===== config.mk =====
export PLATFORM = sky130hd
export DESIGN_NAME = counter_scheduler
export DESIGN_NICKNAME = d
export VERILOG_FILES = /design/src/rtl/counter_scheduler_pkg.sv /design/src/rtl/sched_count_engine.sv /design/src/rtl/counter_scheduler.sv
export SDC_FILE = /design/constraint.sdc
export NUM_CORES = 1
export LEC_CHECK = 0
export ABC_AREA = 1
export BUFFER_PORTS_ARGS = -buffer_cell sky130_fd_sc_hd__buf_2
export CAP_MARGIN = 20
export CORE_AREA = 2 2 65 67
export DETAILED_ROUTE_END_ITERATION = 8
export DIE_AREA = 0 0 67 69
export GPL_TIMING_DRIVEN = 0
export PLACE_DENSITY_LB_ADDON = 0.05
export SKIP_LAST_GASP = 1
export SLEW_MARGIN = 10
export SYNTH_ARGS = -nofsm -noshare
export SYNTH_HDL_FRONTEND = slang
export SYNTH_SLANG_ARGS = --single-unit

===== constraint.sdc =====
create_clock -name clk -period 3.76 [get_ports clk]
set_input_delay 1.128 -clock clk [delete_from_list [all_inputs] [get_ports clk]]
set_output_delay 1.128 -clock clk [all_outputs]
set_load 0.03 [all_outputs]

===== src/rtl/counter_scheduler_pkg.sv =====
// counter_scheduler_pkg: shared FSM state encoding and round-robin wrap helper
package counter_scheduler_pkg;
   typedef enum logic [1:0] {IDLE = 2'd0, RUN = 2'd1, DONE = 2'd2} state_e;
   function automatic int rr_next(input int k, input int n);
      return (k + 1) % n;
   endfunction
endpackage


===== src/rtl/sched_count_engine.sv =====
// sched_count_engine: loadable up-counter that stops at its terminal value
module sched_count_engine #(
   parameter int WIDTH = 8
) (
   input  logic             clk,
   input  logic             RST,
   input  logic             clear_i,
   input  logic             enable_i,
   input  logic [WIDTH-1:0] term_i,
   output logic [WIDTH-1:0] count_o,
   output logic             at_term_o
);
   logic [WIDTH-1:0] count_q, count_d;
   assign at_term_o = count_q == term_i;
   assign count_o   = count_q;
   // clear wins over enable; the count saturates at term so it can never wrap
   always_comb count_d = clear_i ? '0 : (enable_i && !at_term_o) ? count_q + 1'b1 : count_q;
   // count register
   always_ff @(posedge clk) count_q <= RST ? '0 : count_d;
endmodule


===== src/rtl/counter_scheduler.sv =====
// counter_scheduler: round-robin arbiter sharing one count engine among requesters
module counter_scheduler
   import counter_scheduler_pkg::*;
#(
   parameter int WIDTH = 8,
   parameter int N_REQ = 4,
   parameter int ID_W  = 2
) (
   input  logic                   clk,
   input  logic                   RST,
   input  logic [N_REQ-1:0]       req,
   input  logic [N_REQ*WIDTH-1:0] len,
   output logic [N_REQ-1:0]       gnt,
   output logic [N_REQ-1:0]       done,
   output logic                   busy,
   output logic [WIDTH-1:0]       count,
   output logic [ID_W-1:0]        owner
);
   state_e           state_q, state_d;
   logic [ID_W-1:0]  owner_q, owner_d, ptr_q, ptr_d, pick;
   logic [WIDTH-1:0] term_q, term_d;
   logic             clear, enable, at_term;
   logic [N_REQ-1:0] owner_oh;
   sched_count_engine #(.WIDTH(WIDTH)) u_engine (
      .clk       (clk),
      .RST       (RST),
      .clear_i   (clear),
      .enable_i  (enable),
      .term_i    (term_q),
      .count_o   (count),
      .at_term_o (at_term)
   );
   // first requester at or after the pointer; scanning downward leaves the nearest one
   always_comb begin
      pick = ptr_q;
      for (int i = N_REQ - 1; i >= 0; i--)
         if (req[(int'(ptr_q) + i) % N_REQ]) pick = ID_W'((int'(ptr_q) + i) % N_REQ);
   end
   // next state: grant from IDLE, count or cancel in RUN, release after DONE
   always_comb begin
      state_d = state_q;
      owner_d = owner_q;
      ptr_d   = ptr_q;
      term_d  = term_q;
      clear   = 1'b0;
      enable  = 1'b0;
      case (state_q)
         IDLE: if (|req) begin
            state_d = RUN;
            owner_d = pick;
            term_d  = len[pick*WIDTH +: WIDTH];
            clear   = 1'b1;
         end
         RUN: if (at_term) state_d = DONE;
         else if (!req[owner_q]) begin
            state_d = IDLE;
            ptr_d   = ID_W'(rr_next(int'(owner_q), N_REQ));
            clear   = 1'b1;
         end else enable = 1'b1;
         DONE: begin
            state_d = IDLE;
            ptr_d   = ID_W'(rr_next(int'(owner_q), N_REQ));
            clear   = 1'b1;
         end
         default: state_d = IDLE;
      endcase
   end
   // state registers
   always_ff @(posedge clk) begin
      state_q <= RST ? IDLE : state_d;
      owner_q <= RST ? '0 : owner_d;
      ptr_q   <= RST ? '0 : ptr_d;
      term_q  <= RST ? '0 : term_d;
   end
   assign owner_oh = N_REQ'(1) << owner_q;
   assign gnt      = (state_q != IDLE) ? owner_oh : '0;
   assign done     = (state_q == DONE) ? owner_oh : '0;
   assign busy     = state_q != IDLE;
   assign owner    = owner_q;
endmodule


==> impl_metrics.csv <==
group,metric,value,unit
placed_design,place_congestion,0.814,
timing,worst_slew_pin_slew,411,ps
grt,use_met1,0.216,
cts,path_clk_slew,90,ps
finish,final_cell_area,2320,µm²
hold_path,min_path_type,"register to register",
synth,synth_cell_types,29,
grt,met2_usage,0.342,
floorplanning,die_y,69,µm
flow_run,maxCapViolations,0,
grt,grt_pass1_wl,6850,µm
floorplanning,die_x,67,µm
worst_setup_path,cp-end-kind,"output pin",
finish,multi_input_area,1100,µm²
run_status,status,"completed",
floorplanning,dieArea,4620,µm²
worst_setup_path,cpMaxStageDelayCell,"dfxtp_1",
cts,htree_levels,1,
route,ant_nets,0,
finish,nets,409,
pwr,pwr_density_cell,717,nW/µm²
worst_setup_path,rr_endpoint,"term_q[7]",
floorplanning,floorplan.rows,23,
timing,finalHoldViolCount,0,
finish,final_common_cell,"inv_1",
grt,grt_usage,0.182,
finish,drive_above_1_share,0.271,
worst_setup_path,r2r-start,"ptr_q[0]",
route,via_per_inst,4.79,
worst_setup_path,cp_max_fo,8,
worst_setup_path,critPathArrivalTime,1360,ps
worst_setup_path,cpLargestDelayFamily,"flip-flops",
worst_setup_path,cp-startpoint,"owner[0]",
grt,grt.busiest_layer,"met2",
placed_design,place_ws,1150,ps
placed_design,portBuffers,56,
synth,syn_avg_cell_area,6.24,µm²
worst_setup_path,critical_path_class,"register to output pin",
timing,max_freq,0.402,GHz
timing,min_period,2490,ps
pwr,finalPower,1.66,mW
cts,cts_setup_buffers,0,
placed_design,placed_cell_area,2250,µm²
finish,syn_to_final_growth,21.8,%
route,drtIter0Drc,39,
worst_setup_path,crit_cells,5,
cts,cts_root_buf,"clkbuf_8",
route,dr.pass1.iters,4,
synth,synth.ff_latch_count,22,
route,wirelength,4130,µm
cts,cts_resized,0,
floorplanning,core-area,3910,µm²
floorplanning,num_io_pins,57,
timing,fin_crit_sh,0.662,
worst_setup_path,rrSetupSlack,1960,ps
timing,tns,0,ps
floorplanning,start_util,0.486,
synth,synth_area,1900,µm²
cts,cts_tree,"done",
synth,syn_nets,348,
synth,synth_seq_area_share,0.231,
pwr,p_leak,1.32,nW
timing,rsz0062_at_grt,"false",
worst_setup_path,crit_end,"gnt[0]",
worst_setup_path,worst-path-buf-inv,3,
finish,antenna_cells,0,
cts,cts_sinks,22,
cts,cts_buffer_depth,2,
grt,grt_max_degree,14,
finish,final_core_util,0.592,
finish,area.sequential,440,µm²
worst_setup_path,rr_worst_depth,16,
worst_setup_path,max_stage_delay,450,ps
route,drc,0,
timing,fin_ws,1270,ps
timing,skew,9.77,ps
worst_setup_path,crit_required,2630,ps
grt,overflow,0,
worst_setup_path,critPathLaunchType,"register",
grt,grt_pass1_vias,1711,
pwr,ir_worst_vdd,0.328,mV
cts,postCtsHoldBufs,0,
finish,mostFrequentLayoutCells,"67 x inv_1, 56 x buf_2, 55 x nand2_1, 44 x nand3_1, 28 x nor2_1",
timing,slew_viol_final,0,
cts,clk_latency,270,ps
cts,cts_buffers,3,
placed_design,dpl.hpwl,3270,µm
timing,slew_headroom,0.726,
timing,setup_viol,0,
worst_setup_path,crit_chain,"inv_1 > ha_1 > inv_1 > nor2_1 > buf_2",
route,vias,1988,
synth,postSynthCellCount,305,
worst_setup_path,crit_top_cell,"inv_1",
grt,antenna_found_initial,0,
route,wl_per_cell,9.95,µm
synth,ys_warn_count,0,
finish,fillCellCount,420,
grt,grtUsageMet3,0.0359,
synth_stat cells (all sizes together):
library cell  number  share of area
clkinv             1         0.0046
ha                 5          0.033
nand3             49           0.15
dfxtp             22           0.23
nor3b              2         0.0079
nor4               1         0.0033
nand2             74           0.19
xnor2              7          0.032
nor2              29          0.059
buf                5          0.034
nor3               4          0.011
dlygate4sd1        1         0.0046
or2                1         0.0033
nand4              4          0.013
o21a               1         0.0039
a31oi              1         0.0066
a21oi             15          0.039
inv               73           0.15
o21ai             10          0.026
per-layer routing:
layer | part of all wire | wire length [µm]
met4 | 0.0029 | 12
met3 | 0.053 | 217
met1 | 0.45 | 1860
met5 | 0 | 0
met2 | 0.49 | 2040
worst min-delay path: cells and delay by family, from the launching register on:
| family | cells | cell delay, ps |
|---|---|---|
| and+or+nand+nor | 2 | 130 |
| DFF | 1 | 330 |
area by class of cell:
cell class                 instances  share of cell area
buffer                             6              0.0319
clock buffer                       3              0.0178
clock inverter                     1              0.0130
inverter                          74               0.125
multi-input combinational        203               0.474
sequential                        22               0.190
tap                               50              0.0270
timing repair buffer              56               0.121
where the power goes:
| group | switching (mW) | internal [mW] |
|---|---|---|
| Clock | 0.0820 | 0.142 |
| Combinational | 0.673 | 0.417 |
| Sequential | 0.0509 | 0.295 |
| Total | 0.806 | 0.854 |
kinds of logic after synthesis:
group	Yosys count	synth area share
adders and majority gates	5	0.0329
DFF	22	0.231
xor gates and xnor gates	7	0.0322
buffers and inverters	80	0.191
AOI/OAI and AO/OA	27	0.0763
and+or+nand+nor	164	0.436
registers in the layout, indices dropped and copies added, names as in the netlist:
name / cells
term_q: 8
state_q: 2
owner: 2
ptr_q: 2
u_engine.count_o: 8
through the flow:
stage	instances	hold WS (ps)
3_5_place_dp	411	489
6_report	415	495
2_1_floorplan	305	464
4_1_cts	415	501
5_1_grt	415	554
3_3_place_gp	411	488
worst min path at each step:
stage                          start  slack, ps  depth (start not counted)          to
after CTS                 state_q[0]        500                          2  state_q[1]
final                     state_q[0]        500                          2  state_q[1]
after detailed placement  state_q[0]        490                          2  state_q[1]
after floorplan           state_q[0]        460                          2  state_q[1]
after global placement    state_q[0]        490                          2  state_q[1]
after global routing      state_q[0]        550                          2  state_q[1]
(Power assumes the default switching activity.)
